--- src/rtl/byteblast_pkg.sv ---
// Shared types and constants for the ram_streamer access engine.
package byteblast_pkg;

    typedef enum logic [1:0] {
        IDLE,
        WRITE,
        READ,
        DRAIN
    } stream_state_t;

    localparam int unsigned RAM_READ_LATENCY = 1;
    localparam int unsigned OUT_BUFFER_DEPTH = 2;

endpackage

--- src/rtl/ram_streamer_fifo2.sv ---
// Two-entry buffer that holds RAM read data until the dump stream accepts it.
module fifo2 #(
    parameter int DATA_BITS = 8
) (
    input  logic                 clk,
    input  logic                 reset_n,
    input  logic                 push,
    input  logic [DATA_BITS-1:0] push_data,
    input  logic                 pop,
    output logic [DATA_BITS-1:0] head,
    output logic [1:0]           occupancy
);

    logic [DATA_BITS-1:0] slot [2];
    logic                 wr_ptr;
    logic                 rd_ptr;
    logic [1:0]           count;

    // NOTE: registers update with <= so every branch sees the pre-edge values of its neighbours.
    // NOTE: the two slots are reset too, so the head (and out_data) reads 0 out of reset.
    always_ff @(posedge clk or negedge reset_n) begin
        if (!reset_n) begin
            slot[0] <= '0;
            slot[1] <= '0;
            wr_ptr  <= 1'b0;
            rd_ptr  <= 1'b0;
            count   <= '0;
        end else begin
            if (push) begin
                slot[wr_ptr] <= push_data;
                wr_ptr       <= ~wr_ptr;
            end
            if (pop) begin
                rd_ptr <= ~rd_ptr;
            end
            count <= count + {1'b0, push} - {1'b0, pop};
        end
    end

    assign head      = slot[rd_ptr];
    assign occupancy = count;

endmodule

--- src/rtl/ram_streamer.sv ---
// Command-driven burst engine: loads a byte stream into the RAM or dumps RAM bytes onto a stream.
module ram_streamer
    import byteblast_pkg::*;
#(
    parameter int ADDRESS_BITS = 6,
    parameter int DATA_BITS    = 8
) (
    input  logic                    clk,
    input  logic                    reset_n,
    input  logic                    cmd_valid,
    output logic                    cmd_ready,
    input  logic                    cmd_write,
    input  logic [ADDRESS_BITS-1:0] cmd_address,
    input  logic [ADDRESS_BITS-1:0] cmd_length,
    input  logic                    in_valid,
    output logic                    in_ready,
    input  logic [DATA_BITS-1:0]    in_data,
    output logic                    out_valid,
    input  logic                    out_ready,
    output logic [DATA_BITS-1:0]    out_data,
    output logic                    busy,
    output logic                    ram_enable,
    output logic [ADDRESS_BITS-1:0] ram_address,
    output logic [DATA_BITS-1:0]    ram_data_in,
    input  logic [DATA_BITS-1:0]    ram_data_out
);

    stream_state_t               state;
    stream_state_t               next_state;
    logic [ADDRESS_BITS-1:0]     addr;
    logic [ADDRESS_BITS-1:0]     remaining;
    logic [RAM_READ_LATENCY-1:0] read_pipe;
    logic                        inflight;
    logic                        issue;
    logic                        pop;
    logic                        accept;
    logic                        write_beat;
    logic                        drain_done;
    logic [2:0]                  level;
    logic [1:0]                  occupancy;

    assign inflight = read_pipe[RAM_READ_LATENCY-1];
    assign pop      = out_valid && out_ready;
    assign accept   = (state == IDLE) && cmd_valid;

    // Issue only if the buffer can still absorb this read once the in-flight one lands.
    assign level      = {1'b0, occupancy} + {2'b0, inflight} - {2'b0, pop};
    assign issue      = (state == READ) && (level < 3'(OUT_BUFFER_DEPTH));
    assign write_beat = (state == WRITE) && in_valid;
    assign drain_done = !inflight && ((occupancy == 2'd0) || (occupancy == 2'd1 && pop));

    always_ff @(posedge clk or negedge reset_n) begin
        if (!reset_n) begin
            state <= IDLE;
        end else begin
            state <= next_state;
        end
    end

    // NOTE: next_state defaults to state before the case, so no path leaves it unassigned (no latch).
    always_comb begin
        next_state = state;
        case (state)
            IDLE:  if (cmd_valid) next_state = cmd_write ? WRITE : READ;
            WRITE: if (write_beat && remaining == '0) next_state = IDLE;
            READ:  if (issue && remaining == '0) next_state = DRAIN;
            DRAIN: if (drain_done) next_state = IDLE;
            default: next_state = IDLE;
        endcase
    end

    always_comb begin
        cmd_ready   = 1'b0;
        in_ready    = 1'b0;
        ram_enable  = 1'b0;
        ram_data_in = '0;
        case (state)
            IDLE: cmd_ready = 1'b1;
            WRITE: begin
                in_ready    = 1'b1;
                ram_enable  = in_valid;
                ram_data_in = in_data;
            end
            default: ;
        endcase
    end

    assign busy        = (state != IDLE);
    assign ram_address = addr;

    always_ff @(posedge clk or negedge reset_n) begin
        if (!reset_n) begin
            addr      <= '0;
            remaining <= '0;
            read_pipe <= '0;
        end else begin
            read_pipe <= RAM_READ_LATENCY'({read_pipe, issue});
            if (accept) begin
                addr      <= cmd_address;
                remaining <= cmd_length;
            end else if (write_beat || issue) begin
                addr      <= addr + 1'b1;
                remaining <= remaining - 1'b1;
            end
        end
    end

    fifo2 #(
        .DATA_BITS(DATA_BITS)
    ) u_out_fifo (
        .clk       (clk),
        .reset_n   (reset_n),
        .push      (inflight),
        .push_data (ram_data_out),
        .pop       (pop),
        .head      (out_data),
        .occupancy (occupancy)
    );

    assign out_valid = (occupancy != 2'd0);

endmodule

--- config.mk ---
export PLATFORM = sky130hd
export DESIGN_NAME = ram_streamer
export DESIGN_NICKNAME = d
export VERILOG_FILES = /design/src/rtl/byteblast_pkg.sv /design/src/rtl/ram_streamer_fifo2.sv /design/src/rtl/ram_streamer.sv
export SDC_FILE = /design/constraint.sdc
export NUM_CORES = 1
export LEC_CHECK = 0
export ABC_AREA = 1
export CAP_MARGIN = 25
export CELL_PAD_IN_SITES_DETAIL_PLACEMENT = 1
export CELL_PAD_IN_SITES_GLOBAL_PLACEMENT = 1
export CORE_MARGIN = 2
export CORE_UTILIZATION = 33
export DETAILED_ROUTE_END_ITERATION = 10
export GPL_ROUTABILITY_DRIVEN = 0
export MAX_ROUTING_LAYER = met4
export PLACE_DENSITY = 0.83
export REMOVE_ABC_BUFFERS = 1
export SETUP_SLACK_MARGIN = 0.2
export SLEW_MARGIN = 20
export SYNTH_ARGS = -nofsm -noshare
export SYNTH_HDL_FRONTEND = slang
export SYNTH_HIERARCHICAL = 1
export SYNTH_SLANG_ARGS = --single-unit
--- constraint.sdc ---
create_clock -name clk -period 2.7 [get_ports clk]
set_input_delay 0.405 -clock clk [delete_from_list [all_inputs] [get_ports clk]]
set_output_delay 0.405 -clock clk [all_outputs]
set_load 0.01 [all_outputs]
# After elaboration in Yosys (flattened, before gate mapping)

Index checks and enable logic that the tools add are counted.

Output and inout bits: 27
Logic and storage cells: 70
Register bits after elaboration: 35
Bits of input ports: 34

Magnitude comparators: 4
Add/subtract/negate cells: 6
Eq/ne operators: 8
Multiplexer cells: 20
Bitwise logic cells: 4
Reductions and logical operators: 19

Operators with widths:

| operator                                                    | number |
|---|---|
| two-way mux 8 bit                                           | 5 |
| two-way mux 6 bit                                           | 4 |
| bitwise mux 16 bit                                          | 1 |
| two-way mux 2 bit                                           | 5 |
| logical AND 1 bit                                           | 9 |
| demux 8 bit (select 1 bit)                                  | 1 |
| one-hot mux 2 bit (4 select lines)                          | 1 |
| adder 6 x 1 -> 6 bit (second input constant)                | 1 |
| zero test 6 bit                                             | 1 |
| nonzero test 2 bit                                          | 3 |
| subtractor 6 x 1 -> 6 bit (second input constant)           | 1 |
| == test 2 x 1 -> 1 bit (second input constant)              | 2 |
| == test 2 bit (second input constant)                       | 2 |
| >= comparator 2 bit (second input constant)                 | 2 |
| zero test 2 bit                                             | 2 |
| inequality test 2 x 1 -> 1 bit (second input constant)      | 2 |
| inequality test 2 bit (second input constant)               | 2 |
| inverter 1 -> 2 bit                                         | 2 |
| AND reduction 4 bit                                         | 1 |
| adder 2 x 1 -> 3 bit                                        | 1 |
| less-than comparator 3 x 2 -> 1 bit (second input constant) | 1 |
| two-way mux 1 bit                                           | 3 |
| subtractor 3 x 1 -> 3 bit                                   | 1 |
| adder 2 x 1 -> 2 bit                                        | 1 |
| 5 further kinds                                             | 7 |

# Depth between registers and ports, before layout

Gate-level depths: netlist (run 1).

Word-level depth: 8
Mapped depth: 15
Depth with buffers taken out: 15

# By module

The synthesis (run 1) kept the hierarchy.

By module, submodules not included:

| module       | area an instance (µm²) | instances | seq. area each (µm²) | cells an instance |
|---|---|---|---|---|
| ram_streamer | 1162.4                 | 1         | 375.4                | 188 |
| fifo2        | 945.9                  | 1         | 500.5                | 107 |

# Least setup slack after synthesis (run 1)

Ideal clock, no wire load.

Path kind: register to register
Start: register u_out_fifo.count[1], in the netlist u_out_fifo/occupancy[1]
End: register remaining[2]
Path slack: 0.400 ns
Library setup time: 0.127 ns
Arrival: 2.173 ns
Buffers on the path: 1
Required time: 2.573 ns
Clock period less this slack: 2.300 ns
Stages on the path, launching flop included: 13
Path through: dfrtp_1 inv_1 a21oi_1 ha_1 inv_1 nand2_1 fa_1 nand3_1 nor2_2 inv_1 nand2_4 buf_6 o21ai_0

Cells in the longest elaborated chain, start to end: 7
Elaborated cells on any way between the ends: 8
Those cells by class: add/sub: 2; order compare: 1; reduce/logical: 5

Ends and longest elaborated chain:

| item                                | RTL line                 | source |
|---|---|---|
| start: declaration                  | ram_streamer_fifo2.sv:17 | `logic [1:0] count;` |
| start signal: assignment            | ram_streamer_fifo2.sv:36 | `count <= count + {1'b0, push} - {1'b0, pop};` |
| nonzero test 2 bit                  | ram_streamer.sv:120      | `assign out_valid = (occupancy != 2'd0);` |
| logical AND 1 bit                   | ram_streamer.sv:43       | `assign pop = out_valid && out_ready;` |
| named net pop                       | ram_streamer.sv:35       | `logic pop;` |
| subtractor 3 x 1 -> 3 bit           | ram_streamer.sv:47       | `assign level = {1'b0, occupancy} + {2'b0, inflight} - {2'b0, pop};` |
| less-than comparator 3 x 2 -> 1 bit | ram_streamer.sv:48       | `assign issue = (state == READ) && (level < 3'(OUT_BUFFER_DEPTH));` |
| logical AND 1 bit                   | ram_streamer.sv:48       |  |
| named net issue                     | ram_streamer.sv:34       | `logic issue;` |
| logical OR 1 bit                    | ram_streamer.sv:101      | `end else if (write_beat \|\| issue) begin` |
| nonzero test 2 bit (no line)        | -                        |  |
| end signal: assignment              | ram_streamer.sv:100      | `remaining <= cmd_length;` |
| end signal: assignment              | ram_streamer.sv:103      | `remaining <= remaining - 1'b1;` |
| end: declaration                    | ram_streamer.sv:31       | `logic [ADDRESS_BITS-1:0] remaining;` |

The timed path passes the listed nets, and every way through them passes these cells.
A chain may end at the register's enable or synchronous reset.

# Worst setup path in the final report (run 1)

Start: register u_out_fifo.count[1], in the netlist u_out_fifo/occupancy[1]
End: register addr[5], in the netlist ram_address[5]

Cells in the longest elaborated chain, start to end: 7
Elaborated cells on any way between the ends: 8
Those cells by class: add/sub: 2; order compare: 1; reduce/logical: 5

Ends and longest elaborated chain:

| item                                | RTL line            | source |
|---|---|---|
| nonzero test 2 bit                  | ram_streamer.sv:120 |  |
| logical AND 1 bit                   | ram_streamer.sv:43  |  |
| named net pop                       | ram_streamer.sv:35  |  |
| subtractor 3 x 1 -> 3 bit           | ram_streamer.sv:47  |  |
| less-than comparator 3 x 2 -> 1 bit | ram_streamer.sv:48  |  |
| logical AND 1 bit                   | ram_streamer.sv:48  |  |
| named net issue                     | ram_streamer.sv:34  |  |
| logical OR 1 bit                    | ram_streamer.sv:101 |  |
| nonzero test 2 bit (no line)        | -                   |  |
| end signal: assignment              | ram_streamer.sv:99  | `addr <= cmd_address;` |
| end signal: assignment              | ram_streamer.sv:102 | `addr <= addr + 1'b1;` |
| end: declaration                    | ram_streamer.sv:30  | `logic [ADDRESS_BITS-1:0] addr;` |

The timed path passes the listed nets, and every way through them passes these cells.

==> reports/results.tsv, run 1 <==
stage	metric	value	unit
status	status	finished clean	
clock_network	cts.sinks	35	
grt	grt_first_pass_wirelength	9400	um
critical_path	crit_fanout	10	
worst_hold_path	hold_path.class	flop to flop	
sta	min_period_over_period	84.9	%
synthesis	synth_edf_count	0	
placement	dpl.cell_count	427	
synthesis	synth_common_cells	100 x nand2_1, 50 x inv_1, 35 x dfrtp_1, 25 x nor2_1	
grt	grt_overflow	0	
placement	place_hpwl	4100	um
clock_network	cts_tree	yes	
critical_path	cp.required	2.93	ns
critical_path	arrival	2.52	ns
die	io_pins	61	
synthesis	synth-main-ff-cell	dfrtp_1	
clock_network	cts_buffer_depth	2	
synthesis	yosys_warnings	6	
cells_and_area	area_delta_synth_final	39.2	%
critical_path	endpoint_kind	flop	
clock_network	cts_root_buf	clkbuf_8	
critical_path	cpMostUsedCell	nand2_1	
cells_and_area	fin_area	2940	um^2
power	p_leak	1.52	nW
sta	finalSetupTns	0	ns
critical_path	reg2reg_slack	0.41	ns
cells_and_area	layout.nets	399	
die	dieArea	7040	um^2
routing	drc_errors	0	
cells_and_area	final_core_util	46.8	%
routing	routedWlPerCell	12.5	um
critical_path	cp_cell_sequence	inv_1, a21oi_2, ha_1, inv_1, nand2_1, fa_1, nand3_2, nor2_4, nor2_2, buf_12, nor2_1, nand2_1, nand2_1	
cells_and_area	ff_latch_area	877	um^2
synthesis	synth_area	2110	um^2
clock_network	htree_levels	2	
synthesis	synth_area_per_cell	7.15	um^2
critical_path	critPathKind	flop to flop	
sta	min_period	2.29	ns
critical_path	crit_path_start	u_out_fifo/occupancy[1]	
routing	drt_wl_total	5450	um
synthesis	yosysSeqAreaShare	41.5	%
routing	vias	2015	
synthesis	synth_most_common_cell	nand2_1	
placement	portBuffers	60	
routing	antenna_left	0	
synthesis	ys_types	23	
routing	drtIter0Drc	45	
placement	dpl_cell_area	2770	um^2
clock_network	hold_buffers	0	
critical_path	max_stage_delay	0.53	ns
routing	first_pass_iters	4	
sta	finalSetupViolations	0	
power	vdd_drop_max	521	uV
sta	final.setup_skew	0.00585	ns
sta	rsz0062_at_grt	no	
clock_network	worst_skew_pair.late_latency	0.29	ns
cells_and_area	diodes	0	
die	initial_core_util	33.6	%
critical_path	r2r_cells	13	
critical_path	cp-start-kind	flop	
sta	drv_slew	0	
power	power_density	1210	nW/um^2
synthesis	ys_ff_latch	35	
power	power	0.00354	W
sta	hold_viol_final	0	
synthesis	synth_top_area_share	41.5	%
die	die_w	83.9	um
grt	grt_max_degree	36	
die	die_y	83.9	um
critical_path	crit_slowest_cell	fa_1	
synthesis	yosysTopAreaCell	dfrtp_1	
cells_and_area	multiInputGateArea	1000	um^2
synthesis	async_flop_share	100	%
grt	grt_pass1_vias	2068	
flow_run	drv_cap	0	
sta	worst_pin_slew	0.524	ns
die	design.core.area	6280	um^2
sta	timing.fmax	436	MHz
die	row_count	29	
clock_network	clk_pin_slew	0.07	ns
synthesis	synth_cells	295	
clock_network	cts-buffers-inserted	5	
cells_and_area	drive_gt1_share	12.5	%
routing	vias_per_cell	4.61	
critical_path	r2r_start	u_out_fifo/occupancy[1]	
grt	antenna_found_initial	0	
cells_and_area	final_cells	437	
critical_path	r2r-end	ram_address[5]	
sta	slew_headroom	65.1	%
cells_and_area	fillers	796	
grt	track_usage	16.8	%
critical_path	crit_path_end	ram_address[5]	
synthesis	synthTopCellsByArea	dfrtp_1 42%, nand2_1 18%, inv_1 8.9%, nor2_1 4.5%, nand3_1 3.8%	
per-layer routing:
layer / part of all wire (%) / up-vias / wire length, um / global-route usage (%)
li1: - / 1020 / - / -
met1: 47 / 942 / 2550 / 21.1
met2: 48 / 46 / 2630 / 27.9
met3: 3.7 / 7 / 201 / 3.36
met4: 1.2 / 0 / 63 / 4.25
met5: 0 / - / 0 / -
worst min path at each step:
stage | startpoint | endpoint | depth (start not counted)
2_1_floorplan | reset_n | inflight | 0
3_3_place_gp | u_out_fifo/slot[2] | u_out_fifo/slot[2] | 2
3_5_place_dp | u_out_fifo/slot[3] | u_out_fifo/slot[3] | 2
4_1_cts | u_out_fifo/slot[3] | u_out_fifo/slot[3] | 2
5_1_grt | u_out_fifo/slot[15] | u_out_fifo/slot[15] | 2
6_report | u_out_fifo/slot[14] | u_out_fifo/slot[14] | 2
timing repair:
item                                   CTS  global route
resized for setup                        2             9
gates cloned                             0             1
setup endpoints to repair                6            14
endpoints found under the hold margin    0             0
buffers inserted                         0             1
pin swaps                                0             4
sequential cells by signal (all words and copies together) (netlist names):
signal	flops
remaining	6
state	2
u_out_fifo/rd_ptr	1
inflight	1
u_out_fifo/occupancy	2
u_out_fifo/slot	16
u_out_fifo/wr_ptr	1
ram_address	6
cell families after synthesis:
family	count (synthesis)	synth area share, %
and+or+nand+nor	155	31.2
buffers and inverters	61	12.6
AOI/OAI and AO/OA	36	9.97
DFF	35	41.5
adders and majority gates	6	3.92
xor gates and xnor gates	2	0.831
power breakdown:
part           internal, W  leakage [nW]  total (W)  switching [W]
Combinational     0.000915          1.03    0.00198        0.00106
Sequential        0.000796         0.427    0.00107       0.000270
Clock             0.000299        0.0612   0.000495       0.000196
Total              0.00201          1.52    0.00354        0.00153
placed cells by master, fill, tap and decap left out:
master	netlist	routed
nand2_1	100	98
clkdlybuf4s50_1	0	59
inv_1	50	48
dfrtp_1	35	34
nor2_1	25	24
o21ai_1	16	16
nand3_1	16	15
o21ai_0	10	10
o21ai_2	8	8
nand2_2	4	6
clkbuf_8	0	6
inv_2	3	5
ha_1	5	5
nand2_4	3	4
nor2_2	3	3
buf_4	3	3
nor2_4	1	2
or2_2	2	2
a21oi_2	0	1
nand3_2	0	1
xnor2_1	1	1
a21oi_1	2	1
nand4_1	1	1
fa_1	1	1
bufinv_16	0	1
clkinv_2	0	1
dlymetal6s2s_1	0	1
buf_12	0	1
xor2_1	1	1
dfrtp_2	0	1
worst max-delay path: cells and delay by family (launching register included):
| kind | cells | cell delay (ns) |
|---|---|---|
| buffers and inverters | 3 | 0.31 |
| flip-flops | 1 | 0.43 |
| AO/OA/AOI/OAI | 1 | 0.09 |
| adder cells (fa/ha/maj) | 2 | 0.82 |
| AND/OR/NAND/NOR | 7 | 0.57 |
layout make-up:
type	instances	share of cell area, %
multi-input cells	200	34.1
flip-flops and latches	35	29.9
repair buffers	64	22.0
inverters	53	6.78
well taps	77	3.28
clock buffers	6	2.81
clock inverters	2	1.19
through the flow:
stage               worst slack, ns  hold slack [ns]
floorplan                     0.449            0.109
global placement             0.0358            0.466
detailed placement          -0.0792            0.479
CTS                           0.227            0.497
global route                  0.249            0.518
finish                        0.407            0.493
No activity file was read; power rests on OpenSTA's default activity.
==> run 2, diff against run 1 <==
clock period = 2.32 ns   (was 2.7 ns; I/O delays follow)
==> run 2 against run 1 <==
  * Sequential power rose by 16%
  * Highest routed layer unchanged
  * Fmax rose by 4.3%
  * First-iteration DRC count fell by 11%
  * Critical path depth did not move
==> reports/results.tsv, run 2 (synthesis results as in run 1) <==
stage	metric	value	unit
cells_and_area	layout_common_cells	88 x nand2_1, 59 x clkdlybuf4s50_1, 45 x inv_1	
power	internal-power	0.00245	W
die	io_pins	61	
routing	antenna_left	0	
placement	place_ws	-0.450	ns
cells_and_area	drive_gt1_share	19.8	%
routing	vias	2028	
routing	routedWlPerCell	12.8	um
critical_path	crit_fanout	10	
die	die_w	83.9	um
critical_path	arrival	2.42	ns
critical_path	crit_path_start	u_out_fifo/occupancy[1]	
cells_and_area	area_delta_synth_final	45.0	%
power	power.share.clock	12.7	%
power	vdd_drop_max	544	uV
sta	hold_viol_final	0	
routing	drt_wl_total	5700	um
sta	fin_hold_ws	0.487	ns
power	p_leak	1.55	nW
die	die_y	83.9	um
grt	track_usage	17.2	%
sta	min_period_over_period	94.7	%
clock_network	cts_root_buf	clkbuf_8	
critical_path	reg2reg_slack	0.12	ns
sta	slew_headroom	69.2	%
routing	drtIter0Drc	40	
critical_path	critPathKind	flop to flop	
cells_and_area	largest-register	u_out_fifo/slot	
grt	grt_pass1_vias	2083	
grt	grt_overflow	0	
critical_path	r2r_cells	13	
critical_path	r2r-end	remaining[5]	
power	power_switching	0.00193	W
cells_and_area	mostFrequentLayoutCell	nand2_1	
cells_and_area	layout.nets	407	
sta	finalSetupViolations	0	
placement	place_hpwl	4010	um
grt	antenna_found_initial	0	
critical_path	cp-start-kind	flop	
worst_hold_path	hold_path.class	primary input to async pin	
sta	min_period	2.20	ns
cells_and_area	largest_reg_flops	16	
sta	drv_slew	0	
status	status	finished clean	
critical_path	cp.required	2.55	ns
grt	grt_first_pass_wirelength	9510	um
clock_network	worst_skew_pair.late_latency	0.29	ns
cells_and_area	diodes	0	
clock_network	cts_tree	yes	
flow_run	drv_cap	0	
power	comb_power_share	59.1	%
routing	vias_per_cell	4.56	
placement	portBuffers	60	
cells_and_area	fillers	784	
die	initial_core_util	33.6	%
clock_network	clk_pin_slew	0.07	ns
clock_network	cts.sinks	35	
sta	worst_pin_slew	0.462	ns
power	power_density	1430	nW/um^2
sta	timing.fmax	455	MHz
routing	first_pass_iters	4	
placement	dpl.cell_count	429	
cells_and_area	final_cells	445	
critical_path	endpoint_kind	flop	
die	row_count	29	
power	p_seq_share	28.2	%
grt	grt_max_degree	36	
sta	finalSetupTns	0	ns
sta	rsz0062_at_grt	yes	
die	dieArea	7040	um^2
clock_network	cts_buffer_depth	2	
critical_path	r2r_start	u_out_fifo/occupancy[1]	
routing	drc_errors	0	
power	power	0.00437	W
clock_network	htree_levels	2	
power	swShare	44.0	%
die	design.core.area	6280	um^2
sta	fin_ws	0.122	ns
clock_network	cts-buffers-inserted	5	
sta	final.setup_skew	0.00510	ns
==> run 2: cell count changes in the layout (fill, tap and decap cells not counted), sizes merged <==
cell | before | now
dlygate4sd2 | 0 | 1
clkinv | 1 | 2
buf | 4 | 12
clkbuf | 6 | 5
dlymetal6s2s | 1 | 0
==> run 2: power groups by stage <==
stage          Combinational (W)  Sequential (W)  Clock, W
5_1_grt                  0.00290         0.00128  0.000603
6_report                 0.00258         0.00124  0.000556
3_5_place_dp             0.00228         0.00123         0
4_1_cts                  0.00249         0.00123  0.000574
3_3_place_gp             0.00216         0.00122         0
2_1_floorplan            0.00133         0.00119         0
==> run 2: what timing repair did <==
action / in CTS / in global routing
pin swaps: 13 / 6
resized for setup: 28 / 11
setup endpoints to repair: 22 / 26
setup buffers: 4 / 3
hold buffers: 0 / 0
cloned: 1 / 0
==> run 2: routing by layer <==
| metal | vias up | share of wire (%) | GRT usage (%) |
|---|---|---|---|
| li1 | 1032 | - | - |
| met1 | 947 | 45 | 21.4 |
| met2 | 44 | 50 | 29.0 |
| met3 | 5 | 3.5 | 3.26 |
| met4 | 0 | 0.82 | 4.11 |
| met5 | - | 0 | - |
==> run 2: worst max-delay path by stage <==
stage | endpoint | slack [ns] | depth (start not counted)
floorplan | remaining[4] | 0.07 | 12
global placement | remaining[4] | -0.29 | 13
detailed placement | remaining[4] | -0.45 | 13
CTS | state[1] | 0.08 | 13
global route | state[1] | 0.008 | 13
finish | remaining[5] | 0.12 | 13
==> run 2: final cells by class <==
type                    instances  area, um^2  area share [%]
multi-input cells             200        1070            34.9
well taps                      77        96.3            3.15
clock inverters                 3        43.8            1.43
inverters                      53         199            6.51
flip-flops and latches         35         880            28.8
clock buffers                   5        68.8            2.25
repair buffers                 72         702            23.0
==> run 2: critical path, stage by stage (launching register included) <==
cell and delay, ns:
dfrtp_1 0.38, inv_2 0.07, a21oi_4 0.17, ha_4 0.22, inv_2 0.05, nand2_2 0.04, fa_1 0.53, nand3_2 0.09
nor2_4 0.19, nor2_4 0.05, buf_12 0.14, nor2_2 0.07, nand2_1 0.06, nand2_1 0.06
==> run 2: metrics by stage <==
step	utilization, %	instance area (um^2)
6_report	48.7	3060
5_1_grt	48.7	3060
4_1_cts	47.7	2990
3_5_place_dp	44.4	2790
3_3_place_gp	44.4	2790
2_1_floorplan	-	2040
